<file path="src/rtl/parking_controller.sv">
// Two-floor car-park access controller: captures PS/2 digit keys, validates
// 3-digit entry/exit codes, tracks free spaces per floor and drives 7-segment/LED outputs.
module parking_controller #(
    parameter int          CAP1       = 9,
    parameter int          CAP2       = 9,
    parameter logic [11:0] ENTRY_CODE = 12'h113,
    parameter logic [11:0] EXIT_CODE  = 12'h202
) (
    input  logic       clk,
    input  logic       rst,
    input  logic       power,
    input  logic       flr,
    input  logic [7:0] key1_code,
    input  logic       key1_on,
    output logic [6:0] first_rem_BCD,
    output logic [6:0] second_rem_BCD,
    output logic [6:0] tot_rem_BCD_left,
    output logic [6:0] tot_rem_BCD_right,
    output logic       red_power_led,
    output logic       red_wrong_led,
    output logic       green_led
);

    localparam logic [6:0] BLANK  = 7'b1111111;
    localparam logic [3:0] CAP1_L = 4'(CAP1);
    localparam logic [3:0] CAP2_L = 4'(CAP2);

    // Active-low segments, bit order {g,f,e,d,c,b,a}.
    function automatic logic [6:0] seg7(input logic [3:0] v);
        logic [6:0] s;
        case (v)
            4'd0:    s = 7'b1000000;
            4'd1:    s = 7'b1111001;
            4'd2:    s = 7'b0100100;
            4'd3:    s = 7'b0110000;
            4'd4:    s = 7'b0011001;
            4'd5:    s = 7'b0010010;
            4'd6:    s = 7'b0000010;
            4'd7:    s = 7'b1111000;
            4'd8:    s = 7'b0000000;
            4'd9:    s = 7'b0010000;
            default: s = BLANK;
        endcase
        return s;
    endfunction

    // Returns {valid, digit}; non-digit make codes decode as invalid.
    function automatic logic [4:0] decode_key(input logic [7:0] code);
        logic [4:0] d;
        case (code)
            8'h45:   d = {1'b1, 4'd0};
            8'h16:   d = {1'b1, 4'd1};
            8'h1E:   d = {1'b1, 4'd2};
            8'h26:   d = {1'b1, 4'd3};
            8'h25:   d = {1'b1, 4'd4};
            8'h2E:   d = {1'b1, 4'd5};
            8'h36:   d = {1'b1, 4'd6};
            8'h3D:   d = {1'b1, 4'd7};
            8'h3E:   d = {1'b1, 4'd8};
            8'h46:   d = {1'b1, 4'd9};
            default: d = 5'd0;
        endcase
        return d;
    endfunction

    logic        key_prev;
    logic [1:0]  digit_cnt;
    logic [7:0]  digit_buf;
    logic [3:0]  free1;
    logic [3:0]  free2;
    logic [4:0]  key_dec;
    logic        capture;
    logic [11:0] code;
    logic [4:0]  total;
    logic [4:0]  units;

    assign key_dec = decode_key(key1_code);
    assign capture = key1_on && !key_prev && key_dec[4];
    assign code    = {digit_buf, key_dec[3:0]};
    assign total   = {1'b0, free1} + {1'b0, free2};
    assign units   = (total >= 5'd10) ? total - 5'd10 : total;

    always_ff @(posedge clk or posedge rst) begin
        if (rst) begin
            key_prev          <= 1'b0;
            digit_cnt         <= 2'd0;
            digit_buf         <= 8'd0;
            free1             <= CAP1_L;
            free2             <= CAP2_L;
            green_led         <= 1'b0;
            red_wrong_led     <= 1'b0;
            red_power_led     <= 1'b1;
            first_rem_BCD     <= BLANK;
            second_rem_BCD    <= BLANK;
            tot_rem_BCD_left  <= BLANK;
            tot_rem_BCD_right <= BLANK;
        end else if (!power) begin
            // Reloading key_prev makes a key held across power-up look stale.
            key_prev          <= key1_on;
            digit_cnt         <= 2'd0;
            digit_buf         <= 8'd0;
            free1             <= CAP1_L;
            free2             <= CAP2_L;
            green_led         <= 1'b0;
            red_wrong_led     <= 1'b0;
            red_power_led     <= 1'b1;
            first_rem_BCD     <= BLANK;
            second_rem_BCD    <= BLANK;
            tot_rem_BCD_left  <= BLANK;
            tot_rem_BCD_right <= BLANK;
        end else begin
            key_prev          <= key1_on;
            red_power_led     <= 1'b0;
            first_rem_BCD     <= seg7(free1);
            second_rem_BCD    <= seg7(free2);
            tot_rem_BCD_left  <= seg7((total >= 5'd10) ? 4'd1 : 4'd0);
            tot_rem_BCD_right <= seg7(units[3:0]);
            if (capture) begin
                case (digit_cnt)
                    2'd0: begin
                        digit_buf[7:4] <= key_dec[3:0];
                        digit_cnt      <= 2'd1;
                        green_led      <= 1'b0;
                        red_wrong_led  <= 1'b0;
                    end
                    2'd1: begin
                        digit_buf[3:0] <= key_dec[3:0];
                        digit_cnt      <= 2'd2;
                    end
                    default: begin
                        digit_cnt <= 2'd0;
                        if (code == ENTRY_CODE) begin
                            if (!flr && free1 != 4'd0) begin
                                free1     <= free1 - 4'd1;
                                green_led <= 1'b1;
                            end else if (flr && free2 != 4'd0) begin
                                free2     <= free2 - 4'd1;
                                green_led <= 1'b1;
                            end else begin
                                red_wrong_led <= 1'b1;
                            end
                        end else if (code == EXIT_CODE) begin
                            if (!flr && free1 != CAP1_L) begin
                                free1     <= free1 + 4'd1;
                                green_led <= 1'b1;
                            end else if (flr && free2 != CAP2_L) begin
                                free2     <= free2 + 4'd1;
                                green_led <= 1'b1;
                            end else begin
                                red_wrong_led <= 1'b1;
                            end
                        end else begin
                            red_wrong_led <= 1'b1;
                        end
                    end
                endcase
            end
        end
    end

endmodule

</file>
<file path="config.mk">
export PLATFORM = sky130hd
export DESIGN_NAME = parking_controller
export DESIGN_NICKNAME = d
export VERILOG_FILES = /design/src/rtl/parking_controller.sv
export SDC_FILE = /design/constraint.sdc
export NUM_CORES = 1
export LEC_CHECK = 0
export BUFFER_PORTS_ARGS = -buffer_cell sky130_fd_sc_hd__buf_2
export CAP_MARGIN = 20
export CELL_PAD_IN_SITES_DETAIL_PLACEMENT = 1
export CELL_PAD_IN_SITES_GLOBAL_PLACEMENT = 2
export CORE_MARGIN = 2
export CORE_UTILIZATION = 38
export DETAILED_ROUTE_END_ITERATION = 10
export PLACE_DENSITY = 0.83
export SLEW_MARGIN = 20
export SYNTH_ARGS = -nofsm -noshare
export SYNTH_HDL_FRONTEND = slang
export SYNTH_SLANG_ARGS = --single-unit
</file>
<file path="constraint.sdc">
create_clock -name clk -period 5.7 [get_ports clk]
set_input_delay 1.14 -clock clk [delete_from_list [all_inputs] [get_ports clk]]
set_output_delay 1.14 -clock clk [all_outputs]
set_load 0.05 [all_outputs]
</file>
Word-level counts from Yosys, hierarchy flattened
Memories as Yosys holds them, arrays and structs flattened.
Index checks and enable logic that the tools add are counted.
Word-level totals
  memories: 4
  logic and storage cells: 125
  output and inout port bits: 31
  ROM bits: 448
  flip-flop bits (word level): 50
Memory list
  (no name shown): words 16, width 7, rd ports 1, clocked after Yosys merged registers in 0, write ports 0, RTL line 31  | case (v)
  (no name shown): words 16, width 7, rd ports 1, clocked after Yosys merged registers in 0, write ports 0, RTL line 31
  (no name shown): words 16, width 7, rd ports 1, clocked after Yosys merged registers in 0, write ports 0, RTL line 31
  (no name shown): words 16, width 7, rd ports 1, clocked after Yosys merged registers in 0, write ports 0, RTL line 31
Operators by class
  equality and inequality tests: 34
  reductions and logical operators: 18
  muxes and demuxes: 49
  $add $sub $neg: 6
  magnitude comparators: 1
Operators with widths (number)
  4-bit two-way mux: 19
  5-bit one-hot mux with 10 select lines: 1
  8-bit by 6-bit == test with 1-bit output (second input constant): 6
  7-bit two-way mux: 4
  1-bit two-way mux: 18
  8-bit by 5-bit == test with 1-bit output (second input constant): 2
  8-bit by 7-bit == test with 1-bit output (second input constant): 2
  8-bit two-way mux: 2
  12-bit by 10-bit == test with 1-bit output (second input constant): 1
  12-bit by 9-bit == test with 1-bit output (second input constant): 1
  5-bit by 4-bit inequality test with 1-bit output (second input constant): 2
  5-bit AND reduction: 2
  3-bit by 1-bit inequality test with 1-bit output (second input constant): 3
  4-bit by 1-bit adder with 4-bit output (second input constant): 2
  4-bit by 3-bit inequality test with 1-bit output (second input constant): 2
  4-bit inequality test (second input constant): 2
  4-bit nonzero test: 2
  4-bit by 1-bit subtractor with 4-bit output (second input constant): 2
  7-bit AND reduction: 1
  1-bit logical AND: 6
  2-bit by 1-bit inequality test with 1-bit output (second input constant): 3
  3-bit by 2-bit inequality test with 1-bit output (second input constant): 2
  3-bit inequality test (second input constant): 2
  6-bit AND reduction: 1
  15 further kinds: 20

Depth between registers and ports, before layout
  depth after elaboration: 9
  depth in mapped cells: 14
  gate-level depth less buffers: 14

Worst setup path after synthesis
OpenSTA, ideal clock, no wires.
  path type: input-to-reg
  from: in key1_code[4]
  to: reg free1[3]
  arrival time: 3.437 ns
  path slack: 2.180 ns
  setup time: 0.083 ns
  stages: 12
  required time: 5.617 ns
  path buffers: 1
  cells stage by stage: buf_6 > or4b_4 > a211oi_2 > nand4_1 > inv_1 > ha_1 > a21o_1 > a21oi_1 > xor2_1 > nor4_1 > nand4_1 > o311a_1
On the way
  cells in the longest elaborated chain, start to end: 7
Ends and longest elaborated chain
  from (decl): RTL line 13  | input logic [7:0] key1_code,
  8-bit by 7-bit == test with 1-bit output, or another cell as far along: RTL line 50  | case (code)
  5-bit one-hot mux with 10 select lines *: RTL line 50
  12-bit by 9-bit == test with 1-bit output: RTL line 132  | if (code == ENTRY_CODE) begin
  4-bit two-way mux: RTL line 132
  4-bit two-way mux: RTL line 119  | case (digit_cnt)
  4-bit two-way mux: RTL line 118  | if (capture) begin
  4-bit two-way mux: RTL line 97  | end else if (!power) begin
  to (signal assigned): RTL line 134  | free1 <= free1 - 4'd1;
  to (signal assigned): RTL line 144  | free1 <= free1 + 4'd1;
  to (decl): RTL line 69  | logic [3:0] free1;
Mark *: on every way between the ends. The rest lies on a longest branch, timed or not. The select of a mux whose other input is x is not followed.
A chain may end at the register's enable or synchronous reset.

Final worst setup path
  from: in key1_code[3]
  to: reg free2[3]
On the way
  cells in the longest elaborated chain, start to end: 7
Ends and longest elaborated chain
  8-bit by 7-bit == test with 1-bit output, or another cell as far along: RTL line 50
  5-bit one-hot mux with 10 select lines *: RTL line 50
  12-bit by 9-bit == test with 1-bit output: RTL line 132
  4-bit two-way mux: RTL line 132
  4-bit two-way mux: RTL line 119
  4-bit two-way mux: RTL line 118
  4-bit two-way mux: RTL line 97
  to (signal assigned): RTL line 137  | free2 <= free2 - 4'd1;
  to (signal assigned): RTL line 147  | free2 <= free2 + 4'd1;
  to (decl): RTL line 70  | logic [3:0] free2;
Marks and branches as above.

==> out/results.ini <==
[detailed_routing]
drt-met1-wl_um = 3581
wl_per_cell_um = 15.80
first_pass_iters = 4
drc = 0
antenna_left = 0
dr_total_vias = 2504
first_iter_violations = 102
met2_length_um = 3521
top_layer_used = met4
route.met3.wl_um = 157
wirelength_um = 7348
via_per_inst = 5.385

[layout]
n_antenna_cell = 0
fin_cells = 465
drive_gt1_frac = 0.2617
multi_input_area_um2 = 1753
layout.cells.most_common = buf_2
final_nets = 402
regArea_um2 = 1135
stdcell_area_um2 = 3427
fillers = 929
layout-area-overhead-vs-synth_pct = 12.25
mostFrequentLayoutCells = buf_2 (42), nor2_1 (28), nand2_1 (27), a21oi_1 (27), dfstp_2 (27)
utilization = 0.4412

[floorplanning]
die-area_um2 = 8767
rows = 32
core-area_um2 = 7767
ios = 44
start_util = 0.3930
die_w_um = 93.63
fp.dieH_um = 93.63

[timing]
final-hold-violation-count = 0
max_slew_margin = 0.5580
finalCriticalPeriod_ns = 3.613
setup-tns-final_ns = 0
rsz0062_at_grt = no
max_clock_freq_mhz = 276.8
setup_viol = 0
drv_slew = 0
finClkSkew_ns = 0.007450
period_share = 0.6338
tightest_slew_ns = 0.6570

[clock_network]
cts_tree = done
clk_pin_slew_worst_paths_ns = 0.08
cts-root-buf = clkbuf_8
postCtsSetupRepairBufs = 0
cts.sink_count = 44
cts.htree.levels = 2
cts_resized = 0
clockBufferDepth = 2
numCtsBuffers = 5
hold_buffers = 0
clk_latency_ns = 0.30

[critical_path]
crit_family = simple AND/OR/NAND/NOR gates
critPathBufInv = 2
crit_arrival_ns = 3.84
crit_path_top_delay_cell = or4b_4
critical_path.max_stage_delay_ns = 0.57
crit_path_frequent_cell = nand4_1
critPathMaxFanout = 12
cp-end-kind = flip-flop
critPathKind = in -> reg
start_kind = input port
required_ns = 5.93
path_cells = buf_2 > or4b_4 > a211oi_2 > nand4_1 > inv_1 > ha_1 > a21o_1 > a21oi_1 > xor2_1 > nor4_1 > nand4_1 > o311a_1

[min_path]
hp-class = reg -> reg

[pwr]
net-switching-power_uw = 330.3
p_leak_uw = 0.001598
p_int_uw = 588.4
power.total_uw = 918.7
pwr-share-clk = 0.290
pwr-share-comb = 0.303
power_density_nw_per_um2 = 268.1
seqPwrFrac = 0.408
peakVddDrop_mv = 0.1090
switching_share = 0.3596

[global_route]
first_global_vias = 2468
grt_first_pass_wirelength_um = 12190
grtUsageTotal = 0.1750
antenna_found_initial = 0
grt_overflow_total = 0
grt_max_degree = 45

[logic_synthesis]
synthCells = 329
ys_seq_area_frac = 0.3717
synth_area_per_cell_um2 = 9.279
async_reset_ff_frac = 1.000
synth-seq-cells = 44
synth_ff_type = dfstp_2
synth_edf_count = 0
synth.distinct_cells = 60
synthesis.area_um2 = 3053
syn_nets = 369
ys_warn_count = 0

[placed_design]
hpwl_um = 5340
portBuffers = 42
placedCellCount = 457
gp_congestion = 0.7736
placed_area_um2 = 3301

[status]
run_status = completed

[run]
maxCapViolCount = 0

-- state kept, by name (all words and copies together), names as in the netlist, 2 cells and up --
signal	flops
first_rem_BCD	7
tot_rem_BCD_left	2
free1	4
digit_buf	8
second_rem_BCD	7
tot_rem_BCD_right	7
digit_cnt	2
free2	4
-- power groups by stage --
stage	Sequential, uW	Clock (uW)	Combinational, uW
global route	380	286	303
global placement	380	0	276
CTS	376	277	281
detailed placement	381	0	280
finish	375	266	278
floorplan	470	0	136
-- final cells by class --
cell class / instances / area share
Clock buffer: 7 / 0.02811
Clock inverter: 1 / 0.008762
Inverter: 18 / 0.01972
Multi-Input combinational cell: 250 / 0.5115
Sequential cell: 44 / 0.3311
Tap cell: 102 / 0.03724
Timing Repair Buffer: 43 / 0.06353
-- metrics by stage --
stage	worst slack (ns)	hold WS, ns
global route	1.818	0.5553
detailed placement	1.764	0.5168
finish	2.087	0.5345
floorplan	2.180	0.4808
CTS	2.090	0.5376
global placement	1.904	0.5017
-- cells by family after synthesis --
kind of cell	Yosys count	share of synthesized area
AO/OA/AOI/OAI	85	0.1779
XOR/XNOR	10	0.02869
adder cells (fa/ha/maj)	27	0.1180
buffers and inverters	35	0.05410
flip-flops	44	0.3717
multiplexers	14	0.04836
other	1	0.001228
AND/OR/NAND/NOR	113	0.2000
-- worst reg2reg max path: cells and delay by family, from the launching register on --
| family | cells | cell delay [ns] |
|---|---|---|
| muxes | 1 | 0.26 |
| DFF | 1 | 0.58 |
| xor gates and xnor gates | 2 | 0.46 |
| adders and majority gates | 3 | 0.96 |
| AOI/OAI and AO/OA | 3 | 0.53 |
| buffers and inverters | 3 | 0.46 |
-- synth_stat cells (all sizes together) (5+ instances only) --
master | number | area share
ha | 24 | 0.098
clkbuf | 7 | 0.0086
or2 | 5 | 0.010
dfstp | 27 | 0.23
nand2 | 27 | 0.033
mux2i | 11 | 0.037
nor2 | 28 | 0.034
o21ai | 23 | 0.038
xor2 | 7 | 0.020
inv | 17 | 0.021
buf | 10 | 0.023
o22ai | 5 | 0.010
nand3 | 6 | 0.0098
a21o | 5 | 0.012
nand2b | 11 | 0.023
nand3b | 5 | 0.012
a21oi | 29 | 0.050
nor3 | 5 | 0.0098
dfrtp | 17 | 0.14
-- metal layers --
| layer | global-route usage | up-vias |
|---|---|---|
| met1 | 0.2396 | 1243 |
| li1 | - | 1223 |
| met5 | 0 | - |
| met4 | 0.04710 | 0 |
| met2 | 0.2902 | 31 |
| met3 | 0.02498 | 7 |
-- final timing paths --
| kind | start | end | slack (ns) | cells after the start |
|---|---|---|---|---|
| setup / recovery | key1_code[3] | free2[3] | 2.09 | 12 |
| hold / removal | digit_buf[6] | digit_buf[6] | 0.53 | 2 |
| setup reg to reg | free1[1] | tot_rem_BCD_right[5] | 2.39 | 12 |
| hold reg to reg | digit_buf[6] | digit_buf[6] | 0.53 | 2 |
| max in group asynchronous | rst | free1[3] | 4.33 | 3 |
| min in group asynchronous | rst | free2[1] | 0.97 | 3 |
Power figures use the tool's default switching activity.
